`src/rtl/alu_share_sequencer.sv`:
```
// Round-robin sharing of one combinational 8-bit ALU between two 16-bit requesters.
// Each granted operation runs as a low-byte pass then a high-byte pass with carry chained through ci.
module alu_share_sequencer #(
  parameter int NPORT = 2
) (
  input  logic        clk,
  input  logic        reset,
  input  logic        req0,
  input  logic [2:0]  opt0,
  input  logic [15:0] a0,
  input  logic [15:0] b0,
  input  logic        req1,
  input  logic [2:0]  opt1,
  input  logic [15:0] a1,
  input  logic [15:0] b1,
  output logic        done0,
  output logic        done1,
  output logic [15:0] res,
  output logic        res_zero,
  output logic        res_co,
  output logic        busy,
  output logic        grant_id,
  output logic [2:0]  alu_opt,
  output logic [7:0]  alu_a,
  output logic [7:0]  alu_b,
  output logic        alu_ci,
  input  logic [7:0]  alu_s,
  input  logic        alu_zero,
  input  logic        alu_co
);

  typedef enum logic [1:0] {IDLE, LOW, HIGH, DONE} state_t;

  state_t             state;
  logic [NPORT-1:0]   done_q;
  logic               last_grant;
  logic [2:0]         opt_l;
  logic [15:0]        a_l;
  logic [15:0]        b_l;
  logic [7:0]         sl;
  logic               ct;
  logic               z_lo;
  logic               pick;

  // Under contention the port that was not served last wins.
  assign pick = (req0 && req1) ? ~last_grant : req1;

  assign done0 = done_q[0];
  assign done1 = done_q[1];
  assign busy  = (state != IDLE);

  // NOTE: state registers use non-blocking assignments so every register sees pre-edge values.
  always_ff @(posedge clk or negedge reset) begin
    if (!reset) begin
      state      <= IDLE;
      done_q     <= '0;
      last_grant <= 1'b1;
      grant_id   <= 1'b0;
      opt_l      <= '0;
      a_l        <= '0;
      b_l        <= '0;
      sl         <= '0;
      ct         <= 1'b0;
      z_lo       <= 1'b0;
      res        <= '0;
      res_zero   <= 1'b0;
      res_co     <= 1'b0;
    end else begin
      case (state)
        IDLE: begin
          if (req0 || req1) begin
            grant_id <= pick;
            opt_l    <= pick ? opt1 : opt0;
            a_l      <= pick ? a1 : a0;
            b_l      <= pick ? b1 : b0;
            state    <= LOW;
          end
        end
        LOW: begin
          sl    <= alu_s;
          ct    <= alu_co;
          z_lo  <= alu_zero;
          state <= HIGH;
        end
        HIGH: begin
          res              <= {alu_s, sl};
          res_zero         <= z_lo & alu_zero;
          res_co           <= alu_co;
          done_q[grant_id] <= 1'b1;
          last_grant       <= grant_id;
          state            <= DONE;
        end
        DONE: begin
          // Requests are deliberately not sampled here so the served port can drop req.
          done_q <= '0;
          state  <= IDLE;
        end
        default: state <= IDLE;
      endcase
    end
  end

  // NOTE: every output gets a default first so no path through the case infers a latch.
  always_comb begin
    alu_opt = opt_l;
    alu_a   = '0;
    alu_b   = '0;
    alu_ci  = 1'b0;
    case (state)
      LOW: begin
        alu_a = a_l[7:0];
        alu_b = b_l[7:0];
      end
      HIGH: begin
        alu_a  = a_l[15:8];
        alu_b  = b_l[15:8];
        alu_ci = ct;
      end
      default: ;
    endcase
  end

endmodule

```
`config.mk`:
```
export PLATFORM = sky130hd
export DESIGN_NAME = alu_share_sequencer
export DESIGN_NICKNAME = d
export VERILOG_FILES = /design/src/rtl/alu_share_sequencer.sv
export SDC_FILE = /design/constraint.sdc
export NUM_CORES = 1
export LEC_CHECK = 0
export ABC_AREA = 1
export BUFFER_PORTS_ARGS = -buffer_cell sky130_fd_sc_hd__buf_4
export CORE_MARGIN = 2
export CORE_UTILIZATION = 54
export CTS_CLUSTER_DIAMETER = 40
export CTS_CLUSTER_SIZE = 8
export DETAILED_ROUTE_END_ITERATION = 10
export GPL_TIMING_DRIVEN = 0
export PLACE_DENSITY = 0.85
export SLEW_MARGIN = 20
export SYNTH_ARGS = -nofsm -noshare
export SYNTH_HDL_FRONTEND = slang
export SYNTH_SLANG_ARGS = --single-unit
```
`constraint.sdc`:
```
create_clock -name clk -period 4.1 [get_ports clk]
set_input_delay 0.82 -clock clk [delete_from_list [all_inputs] [get_ports clk]]
set_output_delay 0.82 -clock clk [all_outputs]
set_load 0.02 [all_outputs]
```
==> results of run 1 <==
-- logic make-up after synthesis --
kind of cell | after synthesis | synth area share
adders and majority gates | 5 | 0.0173
buffers and inverters | 111 | 0.139
AOI/OAI and AO/OA | 41 | 0.0598
and+or+nand+nor | 235 | 0.273
DFF | 69 | 0.477
muxes | 11 | 0.0342
-- layer usage --
metal,vias up,wire [microns],part of all wire
li1,1714,-,-
met2,128,4730,0.50
met1,1670,3770,0.40
met5,-,0,0
met3,26,669,0.071
met4,0,219,0.023
-- final timing paths --
| check | startpoint | endpoint | depth (start not counted) |
|---|---|---|---|
| hold / removal | a_l[2] | a_l[2] | 2 |
| min in group asynchronous | reset | ct | 1 |
| hold reg to reg | a_l[2] | a_l[2] | 2 |
| max in group asynchronous | reset | a_l[1] | 1 |
| setup / recovery | state[1] | alu_b[4] | 7 |
| setup reg to reg | state[0] | b_l[0] | 7 |
-- sequential cells by signal, summed over array words and instances, names as in the netlist --
name        cells
last_grant      1
res_zero        1
alu_opt         3
sl              8
b_l            16
res_co          1
grant_id        1
res            16
z_lo            1
ct              1
a_l            16
state           2
done_q          2
-- final cells by class --
cell class | instances | area [sq um] | share of cell area
Multi-Input combinational cell | 292 | 1390 | 0.284
Clock inverter | 7 | 123 | 0.0250
Buffer | 26 | 184 | 0.0375
Inverter | 85 | 319 | 0.0651
Timing Repair Buffer | 125 | 938 | 0.191
Tap cell | 77 | 96.3 | 0.0196
Clock buffer | 9 | 124 | 0.0253
Sequential cell | 69 | 1730 | 0.352
-- metrics by stage --
stage | setup slack (ns) | power, W | cells | instance area, sq um
global route | 1.06 | 0.00397 | 690 | 4900
floorplan | 1.85 | 0.00235 | 472 | 3620
global placement | 1.62 | 0.00298 | 674 | 4660
detailed placement | 1.59 | 0.00304 | 674 | 4660
CTS | 1.21 | 0.00373 | 690 | 4900
finish | 1.19 | 0.00373 | 690 | 4900
-- worst register-to-register path, cell delays in order (launching register included) --
cell                      delay (ns)
sky130_fd_sc_hd__dfrtp_1        0.41
sky130_fd_sc_hd__inv_1          0.13
sky130_fd_sc_hd__ha_1           0.29
sky130_fd_sc_hd__inv_2          0.09
sky130_fd_sc_hd__nor2_4         0.27
sky130_fd_sc_hd__buf_6          0.20
sky130_fd_sc_hd__nand3_1        0.11
sky130_fd_sc_hd__nand2_1        0.08
-- synth_stat cells, drive strengths merged --
library cell,count
dfrtp,68
nand2,151
ha,5
a21oi,27
nand3,71
buf,22
dfstp,1
o21ai,14
inv,85
mux2,11
clkbuf,4
nor2,13
-- where the power goes --
group	total [W]	switching [W]	internal [W]
clock network	0.000681	0.000275	0.000407
registers	0.00122	0.000184	0.00103
logic	0.00183	0.00109	0.000735
==> implementation parameters, run 1 <==
Parameter                              Value

Synthesis
  Top post-synthesis cells by area ... sky130_fd_sc_hd__dfrtp_1 47%, sky130_fd_sc_hd__nand2_1 15%, sky130_fd_sc_hd__nand3_1 9.8%, sky130_fd_sc_hd__inv_1 8.7%, sky130_fd_sc_hd__a21oi_1 3.7%
  Number of storage elements in the synthesis netlist ... 69
  Net count after synthesis ... 561
  Distinct cells, synth ... 19
  Syn. warnings ... 0
  Most area-hungry cell type in the Yosys netlist ... sky130_fd_sc_hd__dfrtp_1
  Post-Synthesis Mean Instance Area ... 7.67 sq um
  Syn Inst Count ... 472
  Proportion of netlist area held by the largest area contributor ... 0.470
  Fraction of the yosys area taken by sequential cells ... 0.477
  Post-Synthesis Cell Area ... 3620 sq um

Global routing
  Fraction of met2 tracks used by global routing ... 0.452
  Via count of the first global-routing pass ... 3,414
  GRT Resource Usage Total ... 0.262
  Global-route layer with the greatest usage ... met2
  First-pass GRT wire length ... 15.4 mm
  Antenna violations before repair ... 0
  Pin count of the biggest net entering global routing ... 70
  Total congestion overflow ... 0
  Met3 Track Usage GR ... 0.0404
  GR Layer Usage met1 ... 0.330

Setup path
  Critical Path Max Stage Delay ... 0.42 ns
  Worst Setup End Kind ... output pin
  Kind of cell adding the most delay to the critical path ... buffers and inverters
  Worst Path Arrival ... 2.09 ns
  Buffering stage count on the worst path with inverters included ... 4
  Worst endpoint required time ... 3.28 ns
  Largest driver fanout on the critical path ... 10
  Kind of critical path ... reg -> out
  Startpoint kind of the worst setup timing path ... flip-flop
  Slowest cell on the critical path ... sky130_fd_sc_hd__dfrtp_1
  Setup slack, reg-to-reg ... 2.47 ns
  Ordered cell list for the critical path ... inv_1 -> ha_1 -> buf_2 -> clkbuf_1 -> nand2_1 -> a21oi_1 -> buf_4

Placement
  PortBufs ... 125
  Global placement routability congestion ... 0.829
  Half-perimeter wire length of the detailed placement result ... 6.86 mm

STA
  Final-report setup violation count ... 0
  Total negative setup slack ... 0 ns
  Pin slew with the least headroom to its limit ... 0.841 ns
  Unrepaired setup endpoints after global routing ... false
  Peak clock frequency supported by timing ... 0.344 GHz
  Fin crit share ... 0.709
  Worst clock skew ... 0.00538 ns
  Period minus WS final ... 2.91 ns
  Final Hold Violating Endpoints ... 0
  Pins Over Slew Limit ... 0
  Minimum hold slack ... 0.485 ns
  Tightest slew margin relative to the limit ... 0.439

Layout
  Total of fill cells in the finished design ... 455
  Post-Route Utilization ... 0.763
  Most frequent standard cell in the layout excluding fill and tap cells ... sky130_fd_sc_hd__nand2_1
  Most frequent cells in the layout ... 149 x sky130_fd_sc_hd__nand2_1, 126 x sky130_fd_sc_hd__buf_4, 84 x sky130_fd_sc_hd__inv_1
  Diode count ... 0
  Fraction of final layout cells sized beyond drive strength 1 ... 0.294
  Area growth from synthesis to final layout ... 35.4%
  Number of nets in the finished design ... 697

Job
  Number of max-cap violations ... 0

Routing
  Antenna violation net count after detailed routing ... 0
  Detailed Routing Iterations Pass 1 ... 8
  Number of remaining DRC errors ... 8
  Routed via count ... 3,538
  Drt total wl ... 9.39 mm
  Iteration-0 DRC Markers ... 197
  Average vias per placed instance ... 5.13
  Routed length per instance ... 13.6 microns

Floorplanning
  Initial cell density of the core ... 0.564
  Core Area ... 6420 sq um
  Count of boundary I/O pins ... 126
  X dimension of the die ... 85.9 microns
  Area of the die ... 7380 sq um
  Placement row count ... 29
  Y dimension of the die ... 85.9 microns

Clock tree
  Clock tree from TritonCTS ... done
  CTS sink cnt ... 69
  CTS root buffer ... sky130_fd_sc_hd__clkbuf_8
  # H-tree levels ... 3
  Hold-fix buffers, CTS ... 0
  Clock-pin slew of the registers on the worst-case setup and hold paths ... 0.08 ns
  Insertion delay of the later-clocked pin in the worst-skew pair ... 0.35 ns
  Number of buffers on the longest clock path ... 2
  TritonCTS buffer count ... 9
  Post-CTS sizing ... 0
  Total setup buffers inserted after CTS ... 0

Run status
  Status ... finished with violations
  Violated checks ... DRC

Power and ir drop
  Maximum resistive drop on vdd ... 0.000396 V
  Leakage Power ... 2.78 nW
  Power density over cell area ... 760 nW/um^2

Worst hold path
  Type of the worst min-delay path ... reg -> reg
(Power assumes the default switching activity.)
==> run 2: changes to the inputs <==
- CORE_UTILIZATION: 54 -> 50
- PLACE_DENSITY: 0.85 -> 0.8
- clock period: 4.1 -> 2.9 ns (I/O delays scaled with it)
==> run 2 against run 1 <==
- the run now ends clean
- critical path depth down 1
- routed wire length is 1.5% lower
- global-route usage decreased by 1.5 points
- sequential share of layout area is 0.14 points higher
- core utilization shrank 7.9 points
- clock-buffer cell count unchanged
- register-to-register slack lost 1.2 ns
==> implementation parameters, run 2 (synthesis results as in run 1) <==
Parameter                              Value

STA
  Peak clock frequency supported by timing ... 0.377 GHz
  Minimum hold slack ... 0.339 ns (-0.146 ns)
  Unrepaired setup endpoints after global routing ... false
  Period minus WS final ... 2.65 ns
  Final-report setup violation count ... 0 (unchanged)
  Pins Over Slew Limit ... 0 (unchanged)
  Worst clock skew ... 0.00778 ns (+0.00240 ns)
  Tightest slew margin relative to the limit ... 0.427 (-0.0121)
  Final Hold Violating Endpoints ... 0 (unchanged)
  Total negative setup slack ... 0 ns (unchanged)
  Pin slew with the least headroom to its limit ... 0.859 ns (+0.0182 ns)
  Fin crit share ... 0.915

Global routing
  Pin count of the biggest net entering global routing ... 70 (unchanged)
  Antenna violations before repair ... 0 (unchanged)
  Total congestion overflow ... 0 (unchanged)
  GRT Resource Usage Total ... 0.247 (-0.0148)
  Via count of the first global-routing pass ... 3,378 (-1.1%)
  First-pass GRT wire length ... 15.0 mm (-2.5%)

Clock tree
  Clock tree from TritonCTS ... done
  # H-tree levels ... 3 (unchanged)
  CTS root buffer ... sky130_fd_sc_hd__clkbuf_8
  TritonCTS buffer count ... 9 (unchanged)
  Total setup buffers inserted after CTS ... 0 (unchanged)
  Post-CTS sizing ... 0 (unchanged)
  Hold-fix buffers, CTS ... 0 (unchanged)
  Clock-pin slew of the registers on the worst-case setup and hold paths ... 0.08 ns (about the same)
  Insertion delay of the later-clocked pin in the worst-skew pair ... 0.33 ns (-0.02 ns)
  CTS sink cnt ... 69 (unchanged)
  Number of buffers on the longest clock path ... 2 (unchanged)

Placement
  Half-perimeter wire length of the detailed placement result ... 6.94 mm (+1.1%)
  Global placement routability congestion ... 0.817 (-1.4%)
  PortBufs ... 125 (unchanged)

Routing
  Drt total wl ... 9.25 mm (-1.5%)
  Routed via count ... 3,483 (-1.6%)
  Routed length per instance ... 13.0 microns (-4.5%)
  Antenna violation net count after detailed routing ... 0 (unchanged)
  Average vias per placed instance ... 4.89 (-4.6%)
  Number of remaining DRC errors ... 0 (-8)
  Iteration-0 DRC Markers ... 140 (-29%)
  Detailed Routing Iterations Pass 1 ... 4 (-4)

Power and ir drop
  Leakage Power ... 2.77 nW (-0.45%)
  Total chip power ... 0.00505 W (+36%)
  Power density over cell area ... 1040 nW/um^2 (+36%)
  Maximum resistive drop on vdd ... 0.000379 V (-4.4%)

Floorplanning
  X dimension of the die ... 89.1 microns (+3.7%)
  Count of boundary I/O pins ... 126 (unchanged)
  Initial cell density of the core ... 0.508 (-0.0565)
  Core Area ... 7140 sq um (+11%)
  Y dimension of the die ... 89.1 microns (+3.7%)
  Placement row count ... 31 (+6.9%)
  Area of the die ... 7940 sq um (+7.6%)

Setup path
  Worst Setup End Kind ... output pin
  Kind of critical path ... reg -> out
  Worst Path Arrival ... 2.07 ns (-0.02 ns)
  Startpoint kind of the worst setup timing path ... flip-flop
  Worst endpoint required time ... 2.32 ns (-0.96 ns)
  Largest driver fanout on the critical path ... 10 (unchanged)

Layout
  Number of nets in the finished design ... 697 (unchanged)
  Post-Route Utilization ... 0.684 (-0.0792)
  Biggest registers after layout ... a_l: 16 flops, b_l: 16 flops, res: 16 flops
  Fraction of final layout cells sized beyond drive strength 1 ... 0.294 (unchanged)
  Diode count ... 0 (unchanged)
  Area growth from synthesis to final layout ... 34.8%
  Most frequent cells in the layout ... 149 x sky130_fd_sc_hd__nand2_1, 126 x sky130_fd_sc_hd__buf_4, 84 x sky130_fd_sc_hd__inv_1
  Most frequent standard cell in the layout excluding fill and tap cells ... sky130_fd_sc_hd__nand2_1

Run status
  Status ... complete, no violations

Worst hold path
  Type of the worst min-delay path ... in -> async

Job
  Number of max-cap violations ... 0 (unchanged)
run 2: cell types whose count changed in the layout (fill, tap and decap cells not counted), sizes merged:
| cell | change |
|---|---|
| bufinv | -2 |
| clkinvlp | -2 |
| clkinv | +4 |
run 2: power by group:
group	internal (W)	switching, W	total [W]
logic	0.00104	0.00153	0.00257
clock network	0.000401	0.000372	0.000774
registers	0.00146	0.000255	0.00172
total	0.00290	0.00216	0.00505
run 2: worst max-delay path, stage by stage, from the launching register on:
cell and delay (ns):
sky130_fd_sc_hd__dfrtp_1 0.38, sky130_fd_sc_hd__inv_1 0.10, sky130_fd_sc_hd__ha_1 0.31, sky130_fd_sc_hd__inv_1 0.21, sky130_fd_sc_hd__clkbuf_1 0.42, sky130_fd_sc_hd__a21oi_1 0.13
sky130_fd_sc_hd__buf_4 0.19
run 2: metal layers:
layer / up-vias / global-route usage / part of all wire
li1: 1719 / - / -
met1: 1637 / 0.311 / 0.42
met2: 115 / 0.418 / 0.51
met3: 12 / 0.0591 / 0.056
met4: 0 / 0.0855 / 0.012
met5: - / 0 / 0
run 2: final cells by class:
type,instances,area [sq um]
fillers,612,2250
flip-flops and latches,69,1730
multi-input cells,292,1390
repair buffers,125,938
inverters,85,319
plain buffers,26,184
clock buffers,9,124
well taps,99,124
clock inverters,7,75.1
run 2: path summary, 6_finish.rpt:
check                          from        to  slack (ns)  depth (start not counted)
setup / recovery           state[0]  alu_a[3]        0.25                          6
max in group asynchronous     reset    res[6]        1.98                          1
setup reg to reg           state[0]    b_l[2]        1.30                          7
hold / removal                reset        ct        0.34                          1
hold reg to reg              b_l[9]    b_l[9]        0.48                          2
min in group clk           alu_s[3]     sl[3]        0.46                          3
run 2: stage by stage:
step	instance area (sq um)	std cells	worst slack [ns]
3_3_place_gp	4680	696	0.656
6_report	4880	712	0.247
2_1_floorplan	3620	472	0.887
3_5_place_dp	4680	696	0.612
4_1_cts	4880	712	0.236
5_1_grt	4880	712	0.104
==> run 3: changes to the inputs <==
- CORE_ASPECT_RATIO: unset -> 1.5
==> run 3 against run 2 <==
- core utilization decreased by 0.27 points
- largest power group unchanged
- first-iteration DRC count increased by 42%
- design area decreased by 0.46%
- die area increased by 0.18%
- largest cell class unchanged
==> implementation parameters, run 3 (synthesis results as in run 1) <==
Parameter                              Value

Run status
  Status ... complete, no violations

Routing
  Average vias per placed instance ... 5.02 (+2.5%)
  Detailed Routing Iterations Pass 1 ... 4 (unchanged)
  Routed length per instance ... 13.5 microns (+4.1%)
  Number of remaining DRC errors ... 0 (unchanged)
  Iteration-0 DRC Markers ... 199 (+42%)
  Antenna violation net count after detailed routing ... 0 (unchanged)
  Drt total wl ... 9.37 mm (+1.3%)
  Routed via count ... 3,476 (-0.20%)

Power and ir drop
  Sw power ... 0.00216 W (about the same)
  Power density over cell area ... 1040 nW/um^2 (+0.88%)
  Maximum resistive drop on vdd ... 0.000498 V (+31%)
  Pint ... 0.00292 W (+0.66%)
  Leakage Power ... 2.77 nW (about the same)
  Clock power frac ... 0.155 (+0.002)
  Switching part of the total power ... 0.425 (-0.00140)
  Comb pwr share ... 0.507 (about the same)
  Relative contribution of sequential cells to total power ... 0.339 (about the same)

Placement
  Cell Count Post-Placement ... 677 (-2.7%)
  Global placement routability congestion ... 0.876 (+7.2%)
  Half-perimeter wire length of the detailed placement result ... 7.00 mm (+0.84%)
  Post-placement setup slack ... 0.556 ns (-0.0566 ns)
  PortBufs ... 125 (unchanged)
  DP Area ... 4660 sq um (-0.51%)

Setup path
  Number of logic stages on the critical path including buffering ... 6 (unchanged)
  Critical R2R Launch ... state[0]
  Largest driver fanout on the critical path ... 10 (unchanged)
  Critical Path End ... alu_b[6]
  Setup crit start ... state[0]
  Depth of the worst register-to-register path ... 7 (unchanged)
  Critical Path Max Stage Delay ... 0.44 ns (+0.02 ns)
  Kind of critical path ... reg -> out
  Kind of cell adding the most delay to the critical path ... buffers and inverters
  Ordered cell list for the critical path ... inv_1 -> ha_1 -> inv_1 -> clkbuf_1 -> a21oi_1 -> buf_4
  Worst endpoint required time ... 2.32 ns (about the same)
  Startpoint kind of the worst setup timing path ... flip-flop
  Worst Path Arrival ... 2.13 ns (+0.06 ns)
  Reg-to-reg critical path endpoint ... a_l[2]
  Setup slack, reg-to-reg ... 1.29 ns (about the same)
  Slowest cell on the critical path ... sky130_fd_sc_hd__clkbuf_1
  Most common cell on crit path ... sky130_fd_sc_hd__inv_1
  Buffering stage count on the worst path with inverters included ... 4 (unchanged)
  Worst Setup End Kind ... output pin

Layout
  Diode count ... 0 (unchanged)
  Non-Filler Cell Area, Final ... 4860 sq um (-0.46%)
  Fraction of final layout cells sized beyond drive strength 1 ... 0.294 (unchanged)
  Final Non-Filler Cells ... 693 (-2.7%)
  Most frequent cells in the layout ... 149 x sky130_fd_sc_hd__nand2_1, 126 x sky130_fd_sc_hd__buf_4, 84 x sky130_fd_sc_hd__inv_1
  Number of nets in the finished design ... 697 (unchanged)
  Area growth from synthesis to final layout ... 34.2%
  Biggest registers after layout ... a_l: 16 flops, b_l: 16 flops, res: 16 flops
  Most frequent standard cell in the layout excluding fill and tap cells ... sky130_fd_sc_hd__nand2_1

STA
  Unrepaired setup endpoints after global routing ... false
  Final-report setup violation count ... 0 (unchanged)
  Period minus WS final ... 2.71 ns (+0.0556 ns)
  Pins Over Slew Limit ... 0 (unchanged)
  Total negative setup slack ... 0 ns (unchanged)
  Peak clock frequency supported by timing ... 0.369 GHz (-2.1%)
  Final worst-path setup slack ... 0.191 ns (-0.0556 ns)
  Final Hold Violating Endpoints ... 0 (unchanged)
  Worst clock skew ... 0.00616 ns (-0.00162 ns)
  Tightest slew margin relative to the limit ... 0.423 (-0.00371)
  Fin crit share ... 0.934 (+0.0192)
  Pin slew with the least headroom to its limit ... 0.865 ns (+0.00556 ns)

Global routing
  First-pass GRT wire length ... 15.0 mm (+0.14%)
  Pin count of the biggest net entering global routing ... 70 (unchanged)
  Total congestion overflow ... 0 (unchanged)
  Antenna violations before repair ... 0 (unchanged)
  GRT Resource Usage Total ... 0.245 (-0.00213)
  Via count of the first global-routing pass ... 3,328 (-1.5%)

Job
  Number of max-cap violations ... 0 (unchanged)

Clock tree
  # H-tree levels ... 3 (unchanged)
  Clock-pin slew of the registers on the worst-case setup and hold paths ... 0.07 ns (about the same)
  CTS root buffer ... sky130_fd_sc_hd__clkbuf_8
  Post-CTS sizing ... 0 (unchanged)
  TritonCTS buffer count ... 9 (unchanged)
  CTS sink cnt ... 69 (unchanged)
  Clock tree from TritonCTS ... done
  Hold-fix buffers, CTS ... 0 (unchanged)
  Insertion delay of the later-clocked pin in the worst-skew pair ... 0.35 ns (+0.02 ns)
  Total setup buffers inserted after CTS ... 0 (unchanged)
  Number of buffers on the longest clock path ... 2 (unchanged)

Floorplanning
  Placement row count ... 38 (+23%)
  Area of the die ... 7960 sq um (+0.18%)
  Initial cell density of the core ... 0.508 (about the same)
  Core Area ... 7130 sq um (about the same)
  X dimension of the die ... 73.5 microns (-18%)
  Y dimension of the die ... 108 microns (+21%)
  Count of boundary I/O pins ... 126 (unchanged)

Worst hold path
  Type of the worst min-delay path ... in -> async
run 3: cell types whose count changed in the layout (fill, tap and decap cells not counted), sizes merged:
cell,change
clkbuf,+1
inv,-1
run 3: power groups by stage:
| stage | Clock (W) | Combinational, W | Sequential (W) |
|---|---|---|---|
| global placement | 0 | 0.00251 | 0.00171 |
| CTS | 0.000792 | 0.00260 | 0.00172 |
| floorplan | 0 | 0.00145 | 0.00188 |
| detailed placement | 0 | 0.00258 | 0.00173 |
| global route | 0.000840 | 0.00285 | 0.00177 |
| finish | 0.000785 | 0.00257 | 0.00172 |
run 3: final cells by class:
cell class                 instances  area, sq um
inverter                          85          319
clock buffer                      10          138
timing repair buffer             125          938
multi-input combinational        292         1390
clock inverter                     6         62.6
buffer                            26          184
fill                             606         2270
tap                               80          100
sequential                        69         1730
run 3: worst min-delay path by stage:
stage / from / end / slack, ns
floorplan: reset / a_l[0] / 0.28
global placement: a_l[6] / a_l[6] / 0.46
detailed placement: a_l[2] / a_l[2] / 0.47
CTS: reset / res_zero / 0.37
global route: reset / res_zero / 0.40
finish: reset / z_lo / 0.34
run 3: per-stage QoR:
step | hold WS, ns | util | total power [W]
after global placement | 0.462 | 0.654 | 0.00421
after CTS | 0.372 | 0.682 | 0.00511
after global routing | 0.401 | 0.682 | 0.00546
final | 0.344 | 0.682 | 0.00508
after floorplan | 0.284 | - | 0.00333
after detailed placement | 0.466 | 0.654 | 0.00431
run 3: routing by layer:
layer	global-route usage	routed length, microns	vias up
met5	0	0	-
met4	0.106	186	0
met3	0.0494	607	15
met2	0.419	4890	132
met1	0.293	3690	1612
li1	-	-	1717
